[src/rtl/des_pkg.sv]
// Shared definitions for the deserializer word-alignment controller.
//   state_e      : alignment FSM states
//   STAGES_DEF   : default deserializer tree depth
//   W, SHIFT_W   : word width and alignment-offset width for the default depth
//   shift_width  : offset width for an arbitrary word width (at least 1 bit)
package des_pkg;

  typedef enum logic [1:0] {
    ST_SEARCH = 2'd0,
    ST_VERIFY = 2'd1,
    ST_LOCKED = 2'd2
  } state_e;

  localparam int STAGES_DEF = 3;
  localparam int W          = 2 ** STAGES_DEF;
  localparam int SHIFT_W    = $clog2(W);

  function automatic int shift_width(input int w);
    return (w > 1) ? $clog2(w) : 1;
  endfunction

endpackage

[src/rtl/bit_aligner.sv]
// Combinational barrel selector: picks the W-bit window starting at bit s of
// a 2W-bit concatenation {current word, previous word}.
//   concat : input  2W bits, bit 0 is the earliest received bit
//   s      : input  window start offset
//   cand   : output selected W-bit candidate word
module bit_aligner
  import des_pkg::*;
#(
  parameter int WD  = W,
  parameter int SWD = shift_width(WD)
) (
  input  logic [2*WD-1:0] concat,
  input  logic [SWD-1:0]  s,
  output logic [WD-1:0]   cand
);

  assign cand = concat[s +: WD];

endmodule

[src/rtl/des_align_ctrl.sv]
// Word-alignment controller for a 1:W deserializer. Searches the two most
// recent words for a training marker at every bit offset, verifies the found
// offset over LOCK_COUNT consecutive words, then streams aligned words.
//   clk            : input  word clock
//   rst            : input  asynchronous active-high reset
//   in_valid       : input  in_data holds a new word
//   in_data        : input  raw word, bit 0 received first
//   realign        : input  pulse forcing a fresh search
//   out_valid      : output out_data holds an aligned word (one cycle)
//   out_data       : output aligned word
//   locked         : output alignment established
//   shift          : output current alignment offset
//   search_timeout : output sticky flag, too many unmatched words while searching
module des_align_ctrl
  import des_pkg::*;
#(
  parameter int                    STAGES     = STAGES_DEF,
  parameter logic [2**STAGES-1:0]  MARKER     = 8'hE4,
  parameter int                    LOCK_COUNT = 4,
  parameter int                    TIMEOUT    = 64
) (
  input  logic                                clk,
  input  logic                                rst,
  input  logic                                in_valid,
  input  logic [2**STAGES-1:0]                in_data,
  input  logic                                realign,
  output logic                                out_valid,
  output logic [2**STAGES-1:0]                out_data,
  output logic                                locked,
  output logic [shift_width(2**STAGES)-1:0]   shift,
  output logic                                search_timeout
);

  localparam int WL  = 2 ** STAGES;
  localparam int SWL = shift_width(WL);
  localparam int TW  = $clog2(TIMEOUT + 1);
  localparam logic [TW-1:0] TO_MAX = TW'(TIMEOUT);
  localparam logic [3:0]    LCNT   = 4'(LOCK_COUNT);

  state_e          state_q, state_d;
  logic [WL-1:0]   prev_q, prev_d;
  logic [SWL-1:0]  shift_q, shift_d;
  logic [3:0]      cnt_q, cnt_d;
  logic [TW-1:0]   miss_q, miss_d;
  logic            timeout_q, timeout_d;
  logic            out_valid_q, out_valid_d;
  logic [WL-1:0]   out_data_q, out_data_d;
  logic            locked_q;

  logic [2*WL-1:0] concat;
  logic [WL-1:0]   cand [WL];
  logic [WL-1:0]   cand_sel;
  logic [WL-1:0]   hit;
  logic [SWL-1:0]  first_s;

  assign concat = {in_data, prev_q};

  // One selector per offset for the parallel search.
  for (genvar g = 0; g < WL; g++) begin : g_search
    bit_aligner #(.WD(WL), .SWD(SWL)) u_search (
      .concat (concat),
      .s      (SWL'(g)),
      .cand   (cand[g])
    );
    assign hit[g] = (cand[g] == MARKER);
  end

  // Data-path selector at the captured offset.
  bit_aligner #(.WD(WL), .SWD(SWL)) u_data (
    .concat (concat),
    .s      (shift_q),
    .cand   (cand_sel)
  );

  // Lowest matching offset wins: scan downward so the last hit written is the lowest.
  always_comb begin
    first_s = '0;
    for (int s = WL - 1; s >= 0; s--) begin
      if (hit[s]) first_s = SWL'(s);
    end
  end

  always_comb begin
    state_d     = state_q;
    prev_d      = prev_q;
    shift_d     = shift_q;
    cnt_d       = cnt_q;
    miss_d      = miss_q;
    timeout_d   = timeout_q;
    out_valid_d = 1'b0;
    out_data_d  = out_data_q;

    if (realign) begin
      // Realign beats a simultaneous word; that word only refreshes prev.
      state_d   = ST_SEARCH;
      cnt_d     = '0;
      miss_d    = '0;
      timeout_d = 1'b0;
      if (in_valid) prev_d = in_data;
    end else if (in_valid) begin
      prev_d = in_data;
      unique case (state_q)
        ST_SEARCH: begin
          if (|hit) begin
            shift_d   = first_s;
            cnt_d     = 4'd1;
            state_d   = (LOCK_COUNT == 1) ? ST_LOCKED : ST_VERIFY;
            miss_d    = '0;
            timeout_d = 1'b0;
          end else begin
            miss_d    = (miss_q == TO_MAX) ? miss_q : miss_q + 1'b1;
            timeout_d = timeout_q | (miss_d == TO_MAX);
          end
        end
        ST_VERIFY: begin
          if (cand_sel == MARKER) begin
            cnt_d = cnt_q + 4'd1;
            if (cnt_d == LCNT) state_d = ST_LOCKED;
          end else begin
            state_d = ST_SEARCH;
            cnt_d   = '0;
          end
        end
        ST_LOCKED: begin
          out_valid_d = 1'b1;
          out_data_d  = cand_sel;
        end
        default: state_d = ST_SEARCH;
      endcase
    end
  end

  always_ff @(posedge clk or posedge rst) begin
    if (rst) begin
      state_q     <= ST_SEARCH;
      prev_q      <= '0;
      shift_q     <= '0;
      cnt_q       <= '0;
      miss_q      <= '0;
      timeout_q   <= 1'b0;
      out_valid_q <= 1'b0;
      out_data_q  <= '0;
      locked_q    <= 1'b0;
    end else begin
      state_q     <= state_d;
      prev_q      <= prev_d;
      shift_q     <= shift_d;
      cnt_q       <= cnt_d;
      miss_q      <= miss_d;
      timeout_q   <= timeout_d;
      out_valid_q <= out_valid_d;
      out_data_q  <= out_data_d;
      locked_q    <= (state_d == ST_LOCKED);
    end
  end

  assign out_valid      = out_valid_q;
  assign out_data       = out_data_q;
  assign locked         = locked_q;
  assign shift          = shift_q;
  assign search_timeout = timeout_q;

endmodule
[config.mk]
export PLATFORM = sky130hd
export DESIGN_NAME = des_align_ctrl
export DESIGN_NICKNAME = d
export VERILOG_FILES = /design/src/rtl/des_pkg.sv /design/src/rtl/bit_aligner.sv /design/src/rtl/des_align_ctrl.sv
export SDC_FILE = /design/constraint.sdc
export NUM_CORES = 1
export LEC_CHECK = 0
export BUFFER_PORTS_ARGS = -buffer_cell sky130_fd_sc_hd__buf_2
export CORE_UTILIZATION = 24
export CTS_BUF_LIST = sky130_fd_sc_hd__clkbuf_4 sky130_fd_sc_hd__clkbuf_8
export CTS_CLUSTER_SIZE = 30
export DETAILED_ROUTE_END_ITERATION = 12
export GPL_ROUTABILITY_DRIVEN = 0
export PLACE_DENSITY = 0.47
export RECOVER_POWER = 100
export SLEW_MARGIN = 20
export SYNTH_ARGS = -nofsm -noshare
export SYNTH_HDL_FRONTEND = slang
export SYNTH_HIERARCHICAL = 1
export SYNTH_SLANG_ARGS = --single-unit
export TNS_END_PERCENT = 30
[constraint.sdc]
create_clock -name clk -period 6 [get_ports clk]
set_input_delay 0.6 -clock clk [delete_from_list [all_inputs] [get_ports clk]]
set_output_delay 0.6 -clock clk [all_outputs]
set_load 0.02 [all_outputs]
[Word level (Yosys, flattened, before mapping)]
Cells that the tools add are included.
Cells by class
  shifts and indexed selects: 1
  multiplexer cells: 31
  reduce and logical (&&, ||, !) cells: 9
  add/sub/neg operators: 2
  eq/ne operators: 16
  bitwise operators: 2
Operators with widths (number)
  8-bit equality test (second input constant): 9
  7-bit 2-to-1 mux: 5
  3-bit 2-to-1 mux: 8
  4-bit 2-to-1 mux: 4
  16-bit by 4-bit indexed part select with 8-bit output: 1
  7-bit equality test (second input constant): 2
  2-bit 2-to-1 mux: 5
  4-bit one-hot mux with 2 select lines: 1
  8-bit OR reduction: 1
  7-bit by 1-bit adder with 7-bit output (second input constant): 1
  1-bit 2-to-1 mux: 7
  2-bit one-hot mux with 3 select lines: 1
  3-bit AND reduction: 2
  4-bit by 1-bit adder with 4-bit output (second input constant): 1
  2-bit equality test (second input constant): 2
  4-bit by 3-bit equality test with 1-bit output (second input constant): 1
  4-bit AND reduction: 1
  2-bit nonzero test: 2
  3-bit != test (second input constant): 1
  3-bit nonzero test: 1
  2-bit by 1-bit equality test with 1-bit output (second input constant): 1
  2-bit zero test: 1
  2-bit AND reduction: 1
  1-bit inverter: 1
  1-bit OR: 1
Storage, ports and cells
  register bits after elaboration: 35
  input port bits: 12

[Longest topological paths before layout]
  depth in word-level cells: 9
  depth in mapped cells: 12
  mapped depth without buffers: 9

[Cells and area by module]
The synthesis kept the hierarchy.
Modules (own cells, without submodules)
  bit_aligner: cells an instance 48, seq. area each 0.0 um^2, instances 9, area each 439.2 um^2
  des_align_ctrl: cells an instance 200, seq. area each 875.8 um^2, instances 1, area each 2006.9 um^2

[Least setup slack after synthesis]
Ideal clock, no wire load.
  path kind: register to register
  start: register shift_q[1], in the netlist shift[1]
  end: register cnt_q[2]
  path slack: 3.474 ns
  setup time: 0.083 ns
  arrival time: 2.443 ns
  stages on the path, launching flop included: 9
  period minus slack after synthesis: 2.526 ns
  cells stage by stage: dfrtp_1 > buf_6 > mux2_1 > a221o_1 > nor4bb_1 > nand4_1 > or4b_1 > o21bai_1 > o21ai_0
On the way
  longest elaborated chain between the ends: 6
RTL lines
  start, declared: line des_align_ctrl.sv:42  | logic [SWL-1:0] shift_q, shift_d;
  start signal, assigned: line des_align_ctrl.sv:147  | shift_q <= shift_d;
  16-bit by 4-bit indexed part select with 8-bit output: line bit_aligner.sv:17  | assign cand = concat[s +: WD];
  via cand_sel[3]: line des_align_ctrl.sv:52  | logic [WL-1:0] cand_sel;
  8-bit equality test: line des_align_ctrl.sv:116  | if (cand_sel == MARKER) begin
  4-bit 2-to-1 mux: line des_align_ctrl.sv:116
  4-bit one-hot mux with 2 select lines: line des_align_ctrl.sv:102  | unique case (state_q)
  4-bit 2-to-1 mux: line des_align_ctrl.sv:100  | end else if (in_valid) begin
  4-bit 2-to-1 mux: line des_align_ctrl.sv:93  | if (realign) begin
  end signal, assigned: line des_align_ctrl.sv:148  | cnt_q <= cnt_d;
  end, declared: line des_align_ctrl.sv:43  | logic [3:0] cnt_q, cnt_d;
The timed path passes the listed nets, and every way through them passes these cells. The select of a mux whose other input is x is not followed.
A chain may end at the register's enable or synchronous reset.

[Final worst setup path]
  start: register prev_q[4]
  end: register miss_q[3]
On the way
  longest elaborated chain between the ends: 6
RTL lines
  start, declared: line des_align_ctrl.sv:41  | logic [WL-1:0] prev_q, prev_d;
  start signal, assigned: line des_align_ctrl.sv:146  | prev_q <= prev_d;
  8-bit equality test: line des_align_ctrl.sv:65  | assign hit[g] = (cand[g] == MARKER);
  8-bit OR reduction (*): line des_align_ctrl.sv:104  | if (|hit) begin
  7-bit 2-to-1 mux (*): line des_align_ctrl.sv:104
  7-bit 2-to-1 mux (*): line des_align_ctrl.sv:102
  7-bit 2-to-1 mux (*): line des_align_ctrl.sv:100
  7-bit 2-to-1 mux (*): line des_align_ctrl.sv:93
  end signal, assigned: line des_align_ctrl.sv:149  | miss_q <= miss_d;
  end, declared: line des_align_ctrl.sv:44  | logic [TW-1:0] miss_q, miss_d;
Mark *: on every way between the ends. The rest lies on a longest branch, timed or not. The select of a mux whose other input is x is not followed.

==> summary.md <==
| Metric | Value |
|---|---|
| Outcome | `finished, violations left` |
| Failing checks | `capacitance limit, slew limit` |
| I/O pins | `26` |
| Post-CTS resize count | `0` |
| Syn_area_per_cell | `9.43 sq um` |
| Sink Count | `35` |
| Gr usage total | `12.3%` |
| Fill cells | `2601` |
| Unique masters post-synth | `58` |
| First-pass GRT wire length | `26.0 mm` |
| Residual DRC count | `0` |
| Vias post-DR | `5088` |
| Largest net degree at the start of global routing | `36` |
| Sw Share | `39.7%` |
| 1st-iter DRT viols | `425` |
| Tmin final | `4.14 ns` |
| Worst path cell trace | `clkbuf_1 > mux2i_1 > o22ai_1 > a221o_1 > nand2b_1 > nor4_1 > or2_2 > nor3_1 > nand3_1 > o31ai_1` |
| Vias in the first global route | `4910` |
| Hpwl dp | `10.5 mm` |
| CTS tree | `done` |
| Post-CTS Setup Bufs | `0` |
| Port Buffers | `25` |
| Core area | `0.0243 sq mm` |
| Setup TNS | `0 ns` |
| Synth Warn # | `6` |
| Power Density | `162 mW/mm^2` |
| Leakage | `2.64 nW` |
| Kind of cell adding the most delay to the critical path | `simple AND/OR/NAND/NOR gates` |
| DR top layer | `met5` |
| Number of enable flip-flop cells after synthesis | `0` |
| Initial core utilization | `24.5%` |
| RSZ-0062 raised after global routing | `false` |
| Post-Syn Area | `0.00596 sq mm` |
| Final period util | `69.0%` |
| Max clock buf depth | `2` |
| Avg WL per Cell | `16.0 um` |
| Yosys reg bits | `35` |
| Area of the multi-input gates | `0.00468 sq mm` |
| Reg area | `876 sq um` |
| H-tree levels | `2` |
| Worst VDD drop | `0.0000908 V` |
| Wire length on met2 | `6.97 mm` |
| Max Cap Viol | `1` |
| Actual slew at the worst max-slew pin | `1.97 ns` |
| Final setup viols | `0` |
| Root Buffer | `clkbuf_8` |
| Type of the worst setup path | `reg -> reg` |
| Drt pass-1 iters | `5` |
| R2R Setup Slk | `1.86 ns` |
| Slowest-stage cell, CP | `nor3_1` |
| Total CTS buffers | `5` |
| Worst r2r dst | `miss_q[3]` |
| Wl on met1 | `8.04 mm` |
| Fraction of layout cells with a size suffix above 1 | `20.4%` |
| F_max | `0.242 GHz` |
| Total grt overflow | `0` |
| Synth Instances | `632` |
| Clk slew on worst S/H paths | `0.07 ns` |
| Die area | `0.0255 sq mm` |
| WP depth | `10` |
| WP data arrival | `4.34 ns` |
| Final #Nets | `674` |
| Worst setup endpoint | `miss_q[3]` |
| ANT nets after route | `0` |
| Worst-path fanout max | `19` |
| Clock skew | `0.00579 ns` |
| Seq/Total Area, Yosys | `14.7%` |
| Critical Path Sink Type | `register` |
| HP Class | `reg -> reg` |
| Post-route insts no fill | `982` |
| WP data required | `6.20 ns` |
| Initial antenna violation count | `1` |
| FF-to-FF path depth | `10` |
| Met3 wire len | `450 um` |
| CP startpoint | `prev_q[4]` |
| Area delta synth->final | `5.23%` |
| Die X | `160 um` |
| Reg power frac | `28.8%` |
| Row cnt | `57` |
| Hold Vio Cnt, Final | `0` |
| Hold-fix buffers at CTS | `0` |
| Gate power share | `50.1%` |
| Ys flop type | `dfrtp_1` |
| Synth top area cells | `mux2i_1 (18%), dfrtp_1 (15%), mux2_2 (9.8%), mux2_4 (6.8%), a221o_1 (6.0%)` |
| Max-slew violation count | `36` |
| Worst reg2reg startpoint | `prev_q[4]` |
| Worst skew pair latency | `0.29 ns` |
| Buf/Inv on CP | `1` |
| Top-area cell type share of the netlist area | `18.3%` |
| Net Switching | `404 uW` |
| Worst path max stage delay | `1.00 ns` |
| Clock share of power | `21.1%` |
| Final wirelength | `15.7 mm` |
| Die height | `160 um` |
| Placed Instances | `975` |
| # diodes | `0` |
| Rel. slew slack | `-31.3%` |
| Internal | `613 uW` |
| FFs w/ async S/R, synth | `100%` |
| Routed vias/inst | `5.18` |
| Cell taking the most area after synthesis | `mux2i_1` |
| Startpoint types | `register` |
-- flip-flops by register name, summed over array words and instances (netlist names) --
register	cells
locked	1
prev_q	8
miss_q	7
search_timeout	1
cnt_q	4
state_q	2
out_data	8
shift	3
out_valid	1
-- routing by layer --
metal | vias to the layer above | global-route usage, %
met5 | - | 0
met4 | 2 | 3.02
met3 | 21 | 1.22
met2 | 87 | 19.8
met1 | 2460 | 17.5
li1 | 2518 | -
-- synthesized netlist by cell type (5+ instances only) --
cell	number
a21oi_1	7
a221o_1	36
a22oi_1	20
and2_1	10
and2_2	9
and2b_2	9
buf_12	9
buf_6	19
clkbuf_1	15
dfrtp_1	35
inv_1	13
mux2_1	18
mux2_2	52
mux2_4	27
mux2i_1	109
nand2_1	36
nand2b_1	14
nand3_1	7
nand4_1	7
nor2_1	12
nor2b_1	16
nor4_1	7
nor4b_1	5
o21ai_0	26
o221ai_1	18
o22ai_1	39
or2_2	10
-- cell families (layout without fill, tap and decap cells) --
| kind of cell | count (synthesis) | after routing | synth area share (%) |
|---|---|---|---|
| adder cells (fa/ha/maj) | 4 | 4 | 0.840 |
| flip-flops | 35 | 35 | 14.7 |
| AO/OA/AOI/OAI | 164 | 164 | 20.7 |
| multiplexers | 206 | 206 | 38.3 |
| AND/OR/NAND/NOR | 159 | 159 | 16.1 |
| buffers and inverters | 57 | 53 | 8.46 |
| other | 2 | 32 | 0.126 |
| XOR/XNOR | 5 | 5 | 0.735 |
-- cell type report --
class	count	share of cell area (%)
repair buffers	33	2.53
clock inverters	1	0.479
well taps	324	6.46
inverters	13	0.778
flip-flops and latches	35	14.0
multi-input cells	570	74.6
clock buffers	6	1.22
-- stage by stage --
stage	area, sq um	power, mW	setup WS, ns	util [%]	hold WS, ns
finish	6270	1.02	1.86	25.8	0.509
global route	6270	1.09	1.52	25.8	0.534
CTS	6310	1.01	2.62	26.0	0.415
detailed placement	6210	0.790	2.58	25.5	0.495
global placement	6210	0.798	2.59	25.5	0.487
floorplan	6070	0.711	3.47	-	0.519
-- worst register-to-register path, delay by kind of cell, from the launching register on --
family                 cells  cell delay [ns]
AOI/OAI and AO/OA          3             0.66
muxes                      1             0.21
DFF                        1             0.55
buffers and inverters      1             0.78
and+or+nand+nor            5             1.84
-- power groups by stage --
stage	clock (mW)	sequential, mW	combinational, mW
2_1_floorplan	0	0.286	0.425
3_3_place_gp	0	0.297	0.501
3_5_place_dp	0	0.296	0.495
4_1_cts	0.219	0.291	0.497
5_1_grt	0.232	0.297	0.561
6_report	0.215	0.292	0.510
-- placed cells by master, fill, tap and decap left out, types with 4 or more instances in the layout --
cell type / count
mux2i_1: 109
mux2_2: 51
o22ai_1: 39
nand2_1: 36
a221o_1: 36
dfrtp_1: 35
conb_1: 32
mux2_4: 27
o21ai_0: 26
a22oi_1: 21
mux2_1: 19
o221ai_1: 18
clkbuf_1: 17
nor2b_1: 16
nand2b_1: 14
inv_1: 13
nor2_1: 12
or2_2: 10
buf_2: 10
and2_1: 9
and2b_2: 9
and2_2: 9
nand4_1: 8
nor4_1: 7
nand3_1: 7
a21oi_1: 7
buf_4: 6
nor4b_1: 5
clkbuf_8: 5
a31oi_1: 4
xnor2_1: 4
ha_1: 4
-- worst min-delay path by stage --
stage / slack (ns) / endpoint / startpoint / cells past startpoint
floorplan: 0.52 / miss_q[6] / miss_q[6] / 1
global placement: 0.49 / out_data[1] / out_data[1] / 1
detailed placement: 0.50 / out_data[1] / out_data[1] / 1
CTS: 0.42 / locked / rst / 3
global route: 0.53 / out_data[2] / out_data[2] / 1
finish: 0.51 / out_data[3] / out_data[3] / 1
Note: power is estimated with default switching activity, not from simulation.
